--- config.mk ---
export PLATFORM = sky130hd
export DESIGN_NAME = conv_act_requant
export DESIGN_NICKNAME = d
export VERILOG_FILES = /design/src/rtl/conv_pkg.sv /design/src/rtl/conv_act_lane.sv /design/src/rtl/conv_act_requant.sv
export SDC_FILE = /design/constraint.sdc
export NUM_CORES = 2
export LEC_CHECK = 0
export ABC_AREA = 1
export CAP_MARGIN = 25
export CORE_AREA = 2 2 226 228
export CTS_CLUSTER_DIAMETER = 120
export DETAILED_ROUTE_END_ITERATION = 7
export DIE_AREA = 0 0 228 230
export PLACE_DENSITY_LB_ADDON = 0.2
export SLEW_MARGIN = 20
export SYNTH_ARGS = -nofsm -noshare
export SYNTH_HDL_FRONTEND = slang
export SYNTH_SLANG_ARGS = --single-unit
--- constraint.sdc ---
create_clock -name clk -period 10.34 [get_ports clk]
set_clock_uncertainty 0.15 [all_clocks]
set_input_delay 1.034 -clock clk [delete_from_list [all_inputs] [get_ports clk]]
set_output_delay 1.034 -clock clk [all_outputs]
set_load 0.05 [all_outputs]
--- src/rtl/conv_pkg.sv ---
// conv_pkg: shared widths, activation mode encodings and the rounding-constant helper
// for the conv requantise/activate datapath.
package conv_pkg;
    localparam int ACC_W = 20;
    localparam int ACT_W = 8;
    localparam logic MODE_RELU = 1'b0;
    localparam logic MODE_SAT  = 1'b1;

    // Half of one output LSB for round-half-up; callers cap sh so the constant fits their width.
    function automatic logic [31:0] round_const(input logic rnd, input logic [4:0] sh);
        return (rnd && sh != 5'd0) ? 32'd1 << (sh - 5'd1) : 32'd0;
    endfunction
endpackage

--- src/rtl/conv_act_lane.sv ---
// conv_act_lane: combinational per-lane requantise datapath feeding the top's pipeline registers.
// Ports: din/offset/shifts/rnd/mode -> t1 (S1 input); t1_q (S1 reg) -> t2 (S2 input);
//        t2_q (S2 reg) -> y clamped to OUT_W bits and sat flag (S3 inputs).
module conv_act_lane import conv_pkg::*; #(
    parameter int IN_W  = ACC_W,
    parameter int OUT_W = ACT_W
) (
    input  logic signed [IN_W-1:0] din,
    input  logic signed [IN_W-1:0] offset,
    input  logic [4:0]             pre_shift,
    input  logic [4:0]             post_shift,
    input  logic                   rnd,
    input  logic                   mode,
    input  logic signed [IN_W:0]   t1_q,
    input  logic signed [IN_W+1:0] t2_q,
    output logic signed [IN_W:0]   t1,
    output logic signed [IN_W+1:0] t2,
    output logic [OUT_W-1:0]       y,
    output logic                   sat
);
    localparam logic [4:0] SH_MAX = 5'(IN_W + 1);
    localparam logic signed [IN_W+1:0] HI = {{(IN_W+3-OUT_W){1'b0}}, {(OUT_W-1){1'b1}}};
    localparam logic signed [IN_W+1:0] LO_SAT = ~HI;

    logic signed [IN_W-1:0] pre;
    logic signed [IN_W+1:0] sum, lo, c;

    always_comb begin
        // Shifts past the width naturally collapse to all sign bits.
        pre = din >>> pre_shift;
        t1 = {pre[IN_W-1], pre} - {offset[IN_W-1], offset};
        // Rounding constant capped so it always fits the IN_W+2 sum without overflow.
        sum = {t1_q[IN_W], t1_q} + (IN_W+2)'(round_const(rnd, post_shift > SH_MAX ? SH_MAX : post_shift));
        t2 = sum >>> post_shift;
        lo = mode == MODE_SAT ? LO_SAT : '0;
        c = t2_q > HI ? HI : t2_q < lo ? lo : t2_q;
        y = c[OUT_W-1:0];
        sat = c != t2_q;
    end
endmodule

--- src/rtl/conv_act_requant.sv ---
// conv_act_requant: 3-stage streaming requantise + ReLU/saturate stage with frame-end tagging.
// Ports: cfg_* latched on cfg_we while idle; in_valid/in_ready/in_data (LANES x IN_W signed);
//        out_valid/out_ready/out_data (LANES x OUT_W), out_last, out_sat per lane;
//        busy = any stage valid; sat_sticky = saturation seen since last config write.
module conv_act_requant import conv_pkg::*; #(
    parameter int LANES = 4,
    parameter int IN_W  = ACC_W,
    parameter int OUT_W = ACT_W,
    parameter int CNT_W = 16
) (
    input  logic                   clk,
    input  logic                   rst,
    input  logic                   cfg_we,
    input  logic [4:0]             cfg_pre_shift,
    input  logic [IN_W-1:0]        cfg_offset,
    input  logic [4:0]             cfg_post_shift,
    input  logic                   cfg_round,
    input  logic                   cfg_mode,
    input  logic [CNT_W-1:0]       cfg_frame_beats,
    input  logic                   in_valid,
    output logic                   in_ready,
    input  logic [LANES*IN_W-1:0]  in_data,
    output logic                   out_valid,
    input  logic                   out_ready,
    output logic [LANES*OUT_W-1:0] out_data,
    output logic                   out_last,
    output logic [LANES-1:0]       out_sat,
    output logic                   busy,
    output logic                   sat_sticky
);
    logic [4:0] pre_q, post_q;
    logic signed [IN_W-1:0] off_q;
    logic rnd_q, mode_q;
    logic [CNT_W-1:0] fb_q, ic, fb_m1;
    logic s1_v, s2_v, s1_l, s2_l;
    logic [LANES*(IN_W+1)-1:0] s1_t, t1_d;
    logic [LANES*(IN_W+2)-1:0] s2_t, t2_d;
    logic [LANES*OUT_W-1:0] y_d;
    logic [LANES-1:0] sat_d;
    logic adv, acc, last_d;

    // Whole pipe moves together; bubbles are kept, never squeezed.
    assign adv      = !out_valid || out_ready;
    assign in_ready = adv;
    assign acc      = in_valid && adv;
    assign busy     = s1_v || s2_v || out_valid;
    assign fb_m1    = fb_q == '0 ? '0 : fb_q - 1'b1;
    assign last_d   = ic == fb_m1;

    for (genvar i = 0; i < LANES; i++) begin : g_lane
        conv_act_lane #(.IN_W(IN_W), .OUT_W(OUT_W)) u_lane (
            .din        (in_data[i*IN_W +: IN_W]),
            .offset     (off_q),
            .pre_shift  (pre_q),
            .post_shift (post_q),
            .rnd        (rnd_q),
            .mode       (mode_q),
            .t1_q       (s1_t[i*(IN_W+1) +: IN_W+1]),
            .t2_q       (s2_t[i*(IN_W+2) +: IN_W+2]),
            .t1         (t1_d[i*(IN_W+1) +: IN_W+1]),
            .t2         (t2_d[i*(IN_W+2) +: IN_W+2]),
            .y          (y_d[i*OUT_W +: OUT_W]),
            .sat        (sat_d[i])
        );
    end

    always_ff @(posedge clk or posedge rst) begin
        if (rst) begin
            pre_q      <= '0;
            post_q     <= '0;
            off_q      <= '0;
            rnd_q      <= 1'b0;
            mode_q     <= MODE_RELU;
            fb_q       <= CNT_W'(1);
            ic         <= '0;
            s1_v       <= 1'b0;
            s1_l       <= 1'b0;
            s1_t       <= '0;
            s2_v       <= 1'b0;
            s2_l       <= 1'b0;
            s2_t       <= '0;
            out_valid  <= 1'b0;
            out_last   <= 1'b0;
            out_data   <= '0;
            out_sat    <= '0;
            sat_sticky <= 1'b0;
        end else begin
            // Config only changes with the pipe empty, so every stage sees one consistent set.
            if (cfg_we && !busy && !acc) begin
                pre_q      <= cfg_pre_shift;
                post_q     <= cfg_post_shift;
                off_q      <= cfg_offset;
                rnd_q      <= cfg_round;
                mode_q     <= cfg_mode;
                fb_q       <= cfg_frame_beats;
                sat_sticky <= 1'b0;
            end else if (out_valid && out_ready && |out_sat) begin
                sat_sticky <= 1'b1;
            end
            if (acc) ic <= last_d ? '0 : ic + 1'b1;
            if (adv) begin
                s1_v      <= acc;
                s1_l      <= acc && last_d;
                s1_t      <= t1_d;
                s2_v      <= s1_v;
                s2_l      <= s1_l;
                s2_t      <= t2_d;
                out_valid <= s2_v;
                out_last  <= s2_l;
                out_data  <= y_d;
                out_sat   <= sat_d;
            end
        end
    end
endmodule
==> results.tsv <==
stage	metric	value	unit
routing	vias_per_cell	6.00	
timing	fin_tns_setup	0	ns
routing	num_vias	33876	
global_routing	gr-usage-all-layers	0.397	
timing	period_minus_slack	6.01	ns
worst_setup_path	arrival	6.36	ns
place	portBuffers	173	
worst_setup_path	setup.worst_path.class	register to register	
die	io_pins	174	
timing	drv_slew	0	
synthesis	synthFlopType	dfrtp_1	
clocking	hold_buffers	0	
clocking	cts.sinks	279	
layout	drive_above_1_share	0.0388	
die	initial_core_util	0.598	
hold_path	hold_path_startpoint	out_data[23]	
die	die_w	228	µm
layout	final_common_cell	nand2_1	
synthesis	synth_area_leaders	dfrtp_1 23%, nand2_1 18%, nand3_1 11%	
synthesis	synth-seq-cells	279	
clocking	cts.clk_slew.worst_paths	0.06	ns
clocking	cts_tree	yes	
layout	regArea	6990	µm²
job	drv_cap	0	
worst_setup_path	crit_start	post_q[4]	
global_routing	antenna_found_initial	1	
layout	multiInputGateArea	20100	µm²
clocking	cts-resized-gates	0	
die	core_area	49900	µm²
worst_setup_path	worst_ep_required_time	10.69	ns
global_routing	grt_pass1_vias	31365	
global_routing	grt_first_pass_wirelength	169000	µm
clocking	cts_inserted_buffers	31	
clocking	root_buffer	clkbuf_16	
global_routing	grt.overflow.total	0	
clocking	post-cts-setup-buffers	0	
synthesis	synth-edff-count	0	
worst_setup_path	path_common_cell	a21oi_1	
synthesis	synth-async-reset-ratio	1.00	
die	num_rows	82	
worst_setup_path	worstReg2RegStart	post_q[4]	
layout	antenna_cells	0	
timing	tightest_slew	1.14	ns
routing	finalWirelength	106000	µm
timing	setup_viol	0	
timing	hold_viol_final	0	
hold_path	min_path_type	register to register	
routing	drt-pass1-iter-count	8	
synthesis	synth_area	29800	µm²
routing	drt-initial-drc-count	3681	
place	place_congestion	1.04	
worst_setup_path	crit_path_start_kind	register	
worst_setup_path	crit_path_top_delay_cell	nor2_1	
routing	avgRoutedWirePerCell	18.7	µm
die	die-area	52400	µm²
synthesis	syn-mean-instance-area	6.07	µm²
layout	most-common-layout-cells	1443 x nand2_1, 631 x nand3_1, 480 x inv_1, 419 x nor2_1, 366 x o21ai_0	
worst_setup_path	path_max_fanout	27	
worst_setup_path	crit_path_end_kind	register	
synthesis	yosysTopAreaCellShare	0.233	
worst_setup_path	path_cells	buf_4 > inv_2 > a21oi_2 > nor3_1 > ha_1 > inv_1 > nor3_4 > inv_2 > nor2_1 > ha_1 > a21oi_1 > o31ai_1 > a21oi_1 > nand3_1 > nand2_2 > a21oi_1 > nor2_1 > o21ai_0 > o21a_1	
synthesis	ys_seq_area_frac	0.234	
place	dpl.hpwl	82400	µm
synthesis	synth_cells	4905	
clocking	clock_path_buffers	3	
timing	rsz0062_at_grt	false	
die	die_h	230	µm
routing	antenna_left	0	
layout	num-nets-final	5267	
outcome	outcome	finished, violations left	
synthesis	synth_warnings	0	
timing	finalCritPeriodShare	0.581	
synthesis	synth_fp_nets	5226	
timing	max_freq	166	MHz
worst_setup_path	slowest_delay	0.74	ns
synthesis	synth_area_leader_cell	dfrtp_1	
routing	remaining_drc_errors	2	
clocking	insertion_delay	0.62	ns
outcome	violations	design-rule violations	
timing	relSlewSlack	0.236	
layout	n_fill_cell	4757	
clocking	cts_max_level	1	
layout	area_growth	10.5	%
synthesis	ys_types	66	
global_routing	grt_max_degree	88	
[final cells by class]
type / instances / area share
multi-input combinational: 3931 / 0.611
sequential: 279 / 0.212
timing repair buffer: 206 / 0.0607
inverter: 497 / 0.0574
clock buffer: 44 / 0.0269
tap: 672 / 0.0255
clock inverter: 14 / 0.00601
[registers in the layout, summed over array words and instances, names as in the netlist, 4 cells and up]
name      cells
s1_t         84
out_data     32
off_q        20
pre_q         5
fb_q         16
post_q        5
s2_t         88
out_sat       4
ic           16
[cell usage after synthesis, types with 4 or more instances]
| cell type | n |
|---|---|
| nor2_2 | 11 |
| or2_2 | 39 |
| nand2_2 | 13 |
| a21boi_1 | 5 |
| buf_6 | 7 |
| nor2_1 | 422 |
| dfrtp_1 | 278 |
| nor3b_1 | 4 |
| a31oi_1 | 81 |
| fa_1 | 4 |
| nor4_1 | 21 |
| nand4_1 | 103 |
| o221ai_1 | 4 |
| inv_2 | 7 |
| xor2_1 | 54 |
| a211oi_1 | 7 |
| o211ai_1 | 53 |
| buf_4 | 7 |
| nand3_2 | 5 |
| o41ai_1 | 5 |
| inv_1 | 484 |
| buf_1 | 36 |
| buf_2 | 22 |
| o22ai_1 | 5 |
| o21ai_1 | 12 |
| nand3_1 | 631 |
| nand3b_1 | 11 |
| xnor2_1 | 17 |
| nand2_1 | 1443 |
| o21ai_0 | 366 |
| o31ai_1 | 20 |
| clkbuf_1 | 125 |
| o21bai_1 | 18 |
| nor3_1 | 47 |
| ha_1 | 184 |
| a21oi_1 | 272 |
| mux2i_1 | 31 |
| o21a_1 | 6 |
[cells by family (layout without fill, tap and decap cells)]
logic type	count (synthesis)	in the layout	share of synthesized area
AOI/OAI and AO/OA	876	876	0.164
xor gates and xnor gates	71	71	0.0209
adders and majority gates	188	188	0.0799
buffers and inverters	695	761	0.0917
DFF	279	279	0.234
muxes	31	31	0.0104
and+or+nand+nor	2765	2765	0.399
[per-stage QoR]
step                setup slack (ns)  std cells   util  hold slack [ns]  area [µm²]
global placement                4.60       5583  0.638            0.314       31800
global route                    4.07       5643  0.660            0.364       32900
floorplan                       1.46       4905      -            0.292       29800
finish                          4.33       5643  0.660            0.346       32900
detailed placement              4.57       5584  0.638            0.326       31800
CTS                             4.55       5642  0.660            0.344       32900
[worst max-delay path: cells and delay by family (launching register included)]
family | cells | cell delay, ns
adders and majority gates | 2 | 0.94
and+or+nand+nor | 6 | 2.12
buffers and inverters | 4 | 1.04
DFF | 1 | 0.33
AOI/OAI and AO/OA | 7 | 1.29
[worst paths after layout]
kind,to,slack [ns],depth (start not counted)
setup reg to reg,s2_t[28],4.33,19
hold reg to reg,out_data[23],0.35,2
hold / removal,out_data[23],0.35,2
max in group asynchronous,s2_t[15],7.19,4
min in group asynchronous,s2_t[50],0.78,2
setup / recovery,s2_t[28],4.33,19
[layer usage]
metal,vias up,track usage,part of all wire
met1,15343,0.539,0.43
met3,314,0.0589,0.088
li1,16525,-,-
met2,1694,0.620,0.43
met5,-,0,0
met4,0,0.191,0.053
Power is not shown: default switching activity piles up to over one toggle a cycle in this logic, so the estimate is an artifact.
